## src/rtl/hex_display_scanner.sv

```systemverilog
// Multiplexed hex 7-segment scanner with leading-zero and enable blanking.
// Optional digit blinking is compiled in with DISPLAY_BLINK_EN.
module hex_display_scanner #(
  parameter int N_DIGITS    = 4,
  parameter int REFRESH_DIV = 100000,
  parameter int BLINK_DIV   = 50
) (
  input  logic                  clk,
  input  logic                  reset,
  input  logic [4*N_DIGITS-1:0] value,
  input  logic                  load,
  input  logic [N_DIGITS-1:0]   dp_in,
  input  logic [N_DIGITS-1:0]   blink,
  input  logic                  blank_lz,
  input  logic                  enable,
  output logic [N_DIGITS-1:0]   anodes,
  output logic [0:6]            segments,
  output logic                  dp
);

  localparam int TW = $clog2(REFRESH_DIV);
  localparam int IW = (N_DIGITS > 1) ? $clog2(N_DIGITS) : 1;

  logic [TW-1:0]         r_tick;
  logic [IW-1:0]         r_idx;
  logic [4*N_DIGITS-1:0] r_val;
  logic [N_DIGITS-1:0]   r_dp;

  logic                  w_adv;
  logic [3:0]            w_nib;
  logic                  w_dp_sel;
  logic                  w_lz;
  logic                  w_blink_off;
  logic                  w_blank;
  logic [N_DIGITS-1:0]   w_an;

  assign w_adv = (r_tick == TW'(REFRESH_DIV - 1));

  always_ff @(posedge clk) begin
    if (reset) begin
      r_tick <= '0;
      r_idx  <= '0;
    end else if (w_adv) begin
      r_tick <= '0;
      if (r_idx == IW'(N_DIGITS - 1))
        r_idx <= '0;
      else
        r_idx <= r_idx + 1'b1;
    end else begin
      r_tick <= r_tick + 1'b1;
    end
  end

  always_ff @(posedge clk) begin
    if (reset) begin
      r_val <= '0;
      r_dp  <= '0;
    end else if (load) begin
      r_val <= value;
      r_dp  <= dp_in;
    end
  end

`ifdef DISPLAY_BLINK_EN
  localparam int BW = (BLINK_DIV > 1) ? $clog2(BLINK_DIV) : 1;

  logic [N_DIGITS-1:0] r_blink;
  logic [BW-1:0]       r_slot;
  logic                r_phase;

  // Phase flips once every BLINK_DIV digit-slot advances.
  always_ff @(posedge clk) begin
    if (reset) begin
      r_blink <= '0;
      r_slot  <= '0;
      r_phase <= 1'b0;
    end else begin
      if (load)
        r_blink <= blink;
      if (w_adv) begin
        if (r_slot == BW'(BLINK_DIV - 1)) begin
          r_slot  <= '0;
          r_phase <= ~r_phase;
        end else begin
          r_slot <= r_slot + 1'b1;
        end
      end
    end
  end

  always_comb begin
    w_blink_off = 1'b0;
    for (int i = 0; i < N_DIGITS; i++)
      if (r_idx == IW'(i))
        w_blink_off = r_phase & r_blink[i];
  end
`else
  localparam int unused_blink_div = BLINK_DIV;
  logic w_unused_blink;
  assign w_unused_blink = ^blink;
  assign w_blink_off    = 1'b0;
`endif

  // Digit i is a leading zero when it and all higher nibbles are zero.
  always_comb begin
    w_nib    = '0;
    w_dp_sel = 1'b0;
    w_lz     = 1'b0;
    w_an     = '1;
    for (int i = 0; i < N_DIGITS; i++) begin
      if (r_idx == IW'(i)) begin
        w_nib    = r_val[4*i +: 4];
        w_dp_sel = r_dp[i];
        w_lz     = (i != 0) && ((r_val >> (4*i)) == '0);
        w_an[i]  = 1'b0;
      end
    end
  end

  assign w_blank = ~enable | (blank_lz & w_lz) | w_blink_off;

  function automatic logic [0:6] seg7(input logic [3:0] n);
    case (n)
      4'h0:    seg7 = 7'b0000001;
      4'h1:    seg7 = 7'b1001111;
      4'h2:    seg7 = 7'b0010010;
      4'h3:    seg7 = 7'b0000110;
      4'h4:    seg7 = 7'b1001100;
      4'h5:    seg7 = 7'b0100100;
      4'h6:    seg7 = 7'b0100000;
      4'h7:    seg7 = 7'b0001111;
      4'h8:    seg7 = 7'b0000000;
      4'h9:    seg7 = 7'b0001100;
      4'hA:    seg7 = 7'b0001000;
      4'hB:    seg7 = 7'b1100000;
      4'hC:    seg7 = 7'b0110001;
      4'hD:    seg7 = 7'b1000010;
      4'hE:    seg7 = 7'b0110000;
      default: seg7 = 7'b0111000;
    endcase
  endfunction

  // Whole output word is registered together so anodes never overlap.
  always_ff @(posedge clk) begin
    if (reset || w_blank) begin
      anodes   <= '1;
      segments <= '1;
      dp       <= 1'b1;
    end else begin
      anodes   <= w_an;
      segments <= seg7(w_nib);
      dp       <= ~w_dp_sel;
    end
  end

endmodule

```

## config.mk

```make
export PLATFORM = sky130hd
export DESIGN_NAME = hex_display_scanner
export DESIGN_NICKNAME = d
export VERILOG_FILES = /design/src/rtl/hex_display_scanner.sv
export SDC_FILE = /design/constraint.sdc
export NUM_CORES = 1
export LEC_CHECK = 0
export ABC_AREA = 1
export CORE_MARGIN = 4
export CORE_UTILIZATION = 50
export DETAILED_ROUTE_END_ITERATION = 8
export PLACE_DENSITY_LB_ADDON = 0.25
export SLEW_MARGIN = 20
export SYNTH_ARGS = -nofsm -noshare
export SYNTH_HDL_FRONTEND = slang
export SYNTH_SLANG_ARGS = --single-unit
```

## constraint.sdc

```tcl
create_clock -name clk -period 4 [get_ports clk]
set_input_delay 0.8 -clock clk [delete_from_list [all_inputs] [get_ports clk]]
set_output_delay 0.8 -clock clk [all_outputs]
set_load 0.02 [all_outputs]
```

==> results by group, run 1 <==
Outcome
  – Status: finished, final reports clean

Placed design
  – Post-place instance area: 2900 um2
  – Buffers on Ports: 36
  – Routability congestion estimate: 0.846
  – Dpl cells: 441
  – DP Wirelength: 3610 um

Min path
  – Hold path cells: 1
  – Hold path startpoint: r_tick[0]$_SDFF_PP0_
  – End of the worst hold path: r_tick[0]$_SDFF_PP0_
  – Min-delay worst type: flop to flop

Cells and area
  – Fraction of layout cells with a size suffix above 1: 6.58%
  – NumNets Final: 421
  – Final Cell Area: 2970 um2
  – Non-Filler Instances: 447
  – Antenna Cells: 0
  – Layout area overhead: 18.7%

Synth
  – Leading cell types by count after synthesis: nand2_1 (75), nor2_1 (58), dfxtp_1 (51)
  – Mapped Avg Cell Area: 7.23 um2
  – Yosys top cell by area: dfxtp_1
  – Register area share after synthesis: 40.8%
  – Yosys Warn Count: 0
  – Distinct cells, synth: 31
  – Post-synth EDFFs: 0
  – Number of synthesized register bits: 51
  – Synth area leaders: dfxtp_1 (41%), nand2_1 (11%), nor2_1 (8.7%)
  – Syn_nets: 386
  – Count leader, synth: nand2_1
  – Synth Cell Area: 2500 um2
  – Fraction of registers with async set/reset: 0%
  – Post-Syn Instances: 346
  – Synth top area share: 40.8%
  – Top_reg_cell synth: dfxtp_1

Critical path
  – CP endpoint kind: flop
  – CP Class: input pin to flop
  – Max incr delay on CP: 730 ps
  – Worst setup SP type: input pin
  – Reg-to-reg endpoint: segments[3]$_SDFF_PP1_
  – Worst-path fanout max: 26
  – Critical path data required time: 4150 ps
  – Reg2reg setup slack: 1920 ps
  – R2R depth: 14
  – Arrival @ worst endpoint: 2330 ps
  – Worst r2r src: r_idx[1]$_SDFFE_PP0P_
  – CP max-delay cell: clkdlybuf4s50_1
  – Crit-path cells: clkdlybuf4s50_1, inv_1, o21ai_0, a21oi_1

Global route
  – Overall routing resource usage: 16.8%
  – Global-route wire length before repair: 8550 um
  – GR Overflow Total: 0
  – Initial antenna violation count: 0
  – Vias in the first global route: 2014
  – Largest net degree at the start of global routing: 27

Clock tree
  – Post-CTS Hold Buffers: 0
  – TritonCTS Sinks: 51
  – CTS tree: done
  – Root buf cell: clkbuf_8
  – CTS max path bufs: 2
  – Total CTS buffers: 5
  – Setup Buffers After CTS: 0
  – Clock transition at path regs: 80 ps
  – Worst-skew pair later-pin latency: 300 ps
  – Resized Gates After CTS: 0
  – Number of H-tree levels: 2

Die
  – Die Y: 78.7 um
  – Total die area: 6200 um2
  – Initial Util: 52.2%
  – Die width: 78.7 um
  – Core footprint: 4790 um2
  – Number of top-level pins: 41
  – Floorplan row count: 25

Timing
  – Layout Skew: 9.43 ps
  – Slew headroom: 53.5%
  – Final Setup Violations: 0
  – Worst-Margin Slew: 697 ps
  – Total negative slack: 0 ps
  – Final period util: 54.5%
  – RSZ-0062 raised after global routing: no
  – Final Hold Violating Endpoints: 0
  – Max Slew Vio Count: 0
  – Period minus WS final: 2180 ps
  – Fmax achieved: 459 MHz

Detailed routing
  – DRT iter0 DRCs: 129
  – Vias after detailed routing: 2213
  – Drt drc: 0
  – Final ANT Viol Nets: 0
  – WL final: 4890 um
  – Routed wire per std cell: 10.9 um
  – Drt pass-1 iters: 4
  – Post-DR vias/cell: 4.95

Power
  – Total power: 0.934 mW
  – Leakage: 1.24 nW
  – Pwr Density: 315 nW/um2
  – Max rail drop VDD: 0.212 mV

Run
  – Max cap viols: 0
sequential cells by signal, indices dropped and copies added (netlist names):
signal / cells
r_tick: 17
r_val: 16
segments: 7
anodes: 4
r_dp: 4
r_idx: 2
dp: 1
through the flow:
stage / setup slack [ps] / hold slack [ps] / util [%]
finish: 1820 / 447 / 62.0
global route: 1600 / 484 / 62.0
CTS: 1840 / 456 / 62.0
detailed placement: 1520 / 441 / 60.5
global placement: 1530 / 429 / 60.5
floorplan: 2200 / 417 / -
cell usage in the layout (no fill, tap or decap), types with 2 or more instances in the layout:
| master | n |
|---|---|
| a21oi_1 | 20 |
| clkbuf_8 | 5 |
| clkdlybuf4s50_1 | 36 |
| dfxtp_1 | 51 |
| ha_1 | 11 |
| inv_1 | 31 |
| inv_2 | 4 |
| nand2_1 | 75 |
| nand2_2 | 5 |
| nand2_4 | 3 |
| nand3_1 | 26 |
| nand3b_1 | 2 |
| nand4_1 | 5 |
| nor2_1 | 58 |
| nor2_4 | 3 |
| nor3_1 | 6 |
| nor3b_1 | 2 |
| o211ai_1 | 2 |
| o21ai_0 | 21 |
| xor2_1 | 3 |
metal layers:
metal | routed length, um | vias up | share of wire [%] | global-route usage (%)
met2 | 2130 | 52 | 44 | 27.0
met1 | 2430 | 972 | 50 | 22.4
met3 | 264 | 5 | 5.4 | 3.63
li1 | - | 1184 | - | -
met4 | 62 | 0 | 1.3 | 5.77
met5 | 0 | - | 0 | 0
how the worst max path moves through the flow:
stage,slack (ps),endpoint,cells past startpoint,startpoint
CTS,1840,r_val[13]$_SDFFE_PP0P_,4,load
floorplan,2200,segments[3]$_SDFF_PP1_,13,r_idx[0]$_SDFFE_PP0P_
finish,1820,r_val[13]$_SDFFE_PP0P_,4,load
global placement,1530,dp$_SDFF_PP1_,5,reset
detailed placement,1520,r_val[13]$_SDFFE_PP0P_,4,load
global route,1600,r_val[7]$_SDFFE_PP0P_,4,load
worst max-delay path, delay by kind of cell:
family	cells	cell delay [ps]
AOI/OAI and AO/OA	2	360
buffers and inverters	2	1170
where the power goes:
group	leakage [nW]	switching [mW]	internal, mW
Sequential	0.419	0.0113	0.529
Clock	0.0371	0.154	0.117
Combinational	0.789	0.0654	0.0564
Total	1.24	0.231	0.703
final cells by class:
type | instances | area, um2
Tap cell | 67 | 83.8
Fill cell | 434 | 1820
Inverter | 35 | 131
Sequential cell | 51 | 1020
Multi-Input combinational cell | 252 | 1300
Clock buffer | 6 | 72.6
Timing Repair Buffer | 36 | 360
cells by family (layout without fill, tap and decap cells):
| group | after synthesis | in the layout | synth area share (%) |
|---|---|---|---|
| adders and majority gates | 11 | 11 | 5.51 |
| buffers and inverters | 43 | 77 | 7.21 |
| and+or+nand+nor | 190 | 190 | 34.7 |
| AOI/OAI and AO/OA | 47 | 47 | 10.3 |
| DFF | 51 | 51 | 40.8 |
| xor gates and xnor gates | 4 | 4 | 1.40 |
(Power assumes the default switching activity.)
==> run 2, diff against run 1 <==
- CORE_UTILIZATION: 50 -> 48
- clock period: 4 -> 1.8 ns (I/O delays scaled with it)
==> results by group, run 2 (synthesized netlist as in run 1, its figures left out) <==
Outcome
  – Status: finished, final reports clean

Clock tree
  – CTS tree: done
  – TritonCTS Sinks: 51 (unchanged)
  – Number of H-tree levels: 2 (unchanged)
  – Post-CTS Hold Buffers: 0 (unchanged)
  – Worst-skew pair later-pin latency: 310 ps (about the same)
  – CTS max path bufs: 2 (unchanged)
  – Root buf cell: clkbuf_8
  – Clock transition at path regs: 90 ps (about the same)
  – Total CTS buffers: 5 (unchanged)

Global route
  – Overall routing resource usage: 18.0% (+1.2 points)
  – Vias in the first global route: 2204 (+9.4%)
  – Initial antenna violation count: 0 (unchanged)
  – GR Overflow Total: 0 (unchanged)
  – Largest net degree at the start of global routing: 27 (unchanged)
  – Global-route wire length before repair: 9190 um (+7.5%)

Cells and area
  – Fraction of layout cells with a size suffix above 1: 16.7% (+10 points)
  – Max reg flops: 17 (unchanged)
  – Fill cells: 459 (+5.8%)
  – Most frequent cells in the layout: nand2_1 (71), nor2_1 (57), dfxtp_1 (49), clkdlybuf4s50_1 (36), inv_1 (27)
  – NumNets Final: 440 (+4.5%)
  – Most common cell after layout, fill and taps aside: nand2_1
  – Layout area overhead: 31.0%
  – Reg with most FFs: r_tick
  – Largest regs: r_tick (17), r_val (16), segments (7)
  – Antenna Cells: 0 (unchanged)

Critical path
  – Worst r2r src: r_idx[1]$_SDFFE_PP0P_
  – R2R depth: 11 (-3)
  – CP Class: flop to flop
  – Critical path data required time: 1980 ps (-2170 ps)
  – Worst-path fanout max: 5 (-81%)
  – Reg2reg setup slack: 20 ps (-1900 ps)
  – CP startpoint: r_idx[1]$_SDFFE_PP0P_
  – Arrival @ worst endpoint: 1950 ps (-380 ps)
  – Worst setup SP type: flop
  – CP endpoint kind: flop

Timing
  – Layout Skew: 14.0 ps (+4.57 ps)
  – Period minus WS final: 1780 ps
  – Final Hold Violating Endpoints: 0 (unchanged)
  – Total negative slack: 0 ps (unchanged)
  – Final Setup Violations: 0 (unchanged)
  – Slew headroom: 55.0% (+1.5 points)
  – Fmax achieved: 562 MHz
  – Final period util: 98.8%
  – RSZ-0062 raised after global routing: yes
  – Worst-Margin Slew: 675 ps (-21.8 ps)
  – Max Slew Vio Count: 0 (unchanged)

Run
  – Max cap viols: 0 (unchanged)

Die
  – Die width: 80.2 um (+1.8%)
  – Floorplan row count: 26 (+4.0%)
  – Initial Util: 49.3% (-3.0 points)
  – Number of top-level pins: 41 (unchanged)
  – Core footprint: 5070 um2 (+6.0%)
  – Die Y: 80.2 um (+1.8%)
  – Total die area: 6430 um2 (+3.7%)

Detailed routing
  – Drt drc: 0 (unchanged)
  – Routed wire per std cell: 11.5 um (+4.7%)
  – Drt pass-1 iters: 4 (unchanged)
  – Final ANT Viol Nets: 0 (unchanged)
  – Vias after detailed routing: 2333 (+5.4%)
  – DRT iter0 DRCs: 183 (+42%)
  – WL final: 5400 um (+10%)
  – Post-DR vias/cell: 4.95 (about the same)

Power
  – Clock power share: 35.3% (+6.3 points)
  – Sw frac: 23.8% (-0.94 points)
  – Sequential power share: 51.6% (-6.3 points)
  – Max rail drop VDD: 0.507 mV (+140%)
  – Pwr Density: 710 nW/um2 (+130%)
  – Int Power: 1.77 mW (+150%)
  – Combinational share of power: 13.1% (about the same)
  – Total power: 2.32 mW (+150%)
  – Leakage: 1.37 nW (+9.7%)
  – Switching power: 0.553 mW (+140%)

Placed design
  – Routability congestion estimate: 0.914 (+8.1%)
  – DP Wirelength: 3970 um (+10%)
  – Buffers on Ports: 36 (unchanged)

Min path
  – Hold path cells: 1 (unchanged)
  – Min-delay worst type: flop to flop
  – Hold path startpoint: r_tick[0]$_SDFF_PP0_
==> run 2: power groups by stage <==
stage	clock network, mW	logic (mW)	registers [mW]
after global routing	0.882	0.343	1.21
after global placement	0	0.283	1.23
final	0.821	0.304	1.20
after detailed placement	0	0.286	1.23
after floorplan	0	0.150	1.24
after CTS	0.839	0.288	1.20
==> run 2: worst max-delay path: stages (launching register included) <==
cell,delay (ps)
dfxtp_4,370
inv_4,80
ha_4,170
inv_4,40
o211ai_1,190
nand2_1,120
nand2_4,130
inv_2,50
ha_2,170
nand3b_1,170
nand3_1,80
nand3_1,70
==> run 2: area by class of cell <==
class                   instances  area [um2]  area share [%]
repair buffers                 55         510            15.6
inverters                      35         139            4.24
multi-input cells             252        1390            42.5
flip-flops and latches         51        1030            31.4
clock buffers                   6        82.6            2.52
clock inverters                 2        35.0            1.07
well taps                      70        87.6            2.67
==> run 2: timing repair <==
action	4_1_cts	5_1_grt
gates resized for setup	12	20
setup buffers	0	1
endpoints found under the setup margin	7	7
pin swaps	0	10
==> run 2: path summary, 6_finish.rpt <==
| path | to |
|---|---|
| setup / recovery | segments[0]$_SDFF_PP1_ |
| hold reg to reg | r_tick[0]$_SDFF_PP0_ |
| setup reg to reg | segments[0]$_SDFF_PP1_ |
| hold / removal | r_tick[0]$_SDFF_PP0_ |
==> run 2: per-layer routing <==
layer / track usage, % / vias up / part of all wire [%]
li1: - / 1221 / -
met1: 20.8 / 1052 / 45
met2: 32.0 / 53 / 49
met3: 4.15 / 7 / 4.0
met4: 7.09 / 0 / 1.6
met5: 0 / - / 0
==> run 2: metrics by stage <==
stage / setup WS [ps] / area, um2 / hold WS [ps] / utilization (%) / instances
final: 21.7 / 3280 / 457 / 64.5 / 471
after global routing: -57.2 / 3280 / 491 / 64.5 / 471
after CTS: 3.20 / 3200 / 458 / 63.0 / 470
after detailed placement: -104 / 3030 / 444 / 59.8 / 462
after global placement: -66.3 / 3030 / 429 / 59.8 / 462
after floorplan: 0.453 / 2500 / 417 / - / 346
==> run 3, diff against run 2 <==
- GPL_ROUTABILITY_DRIVEN: unset -> 0
==> results of run 3 <==
Final layout, timing and power as in run 2 (identical DEF).
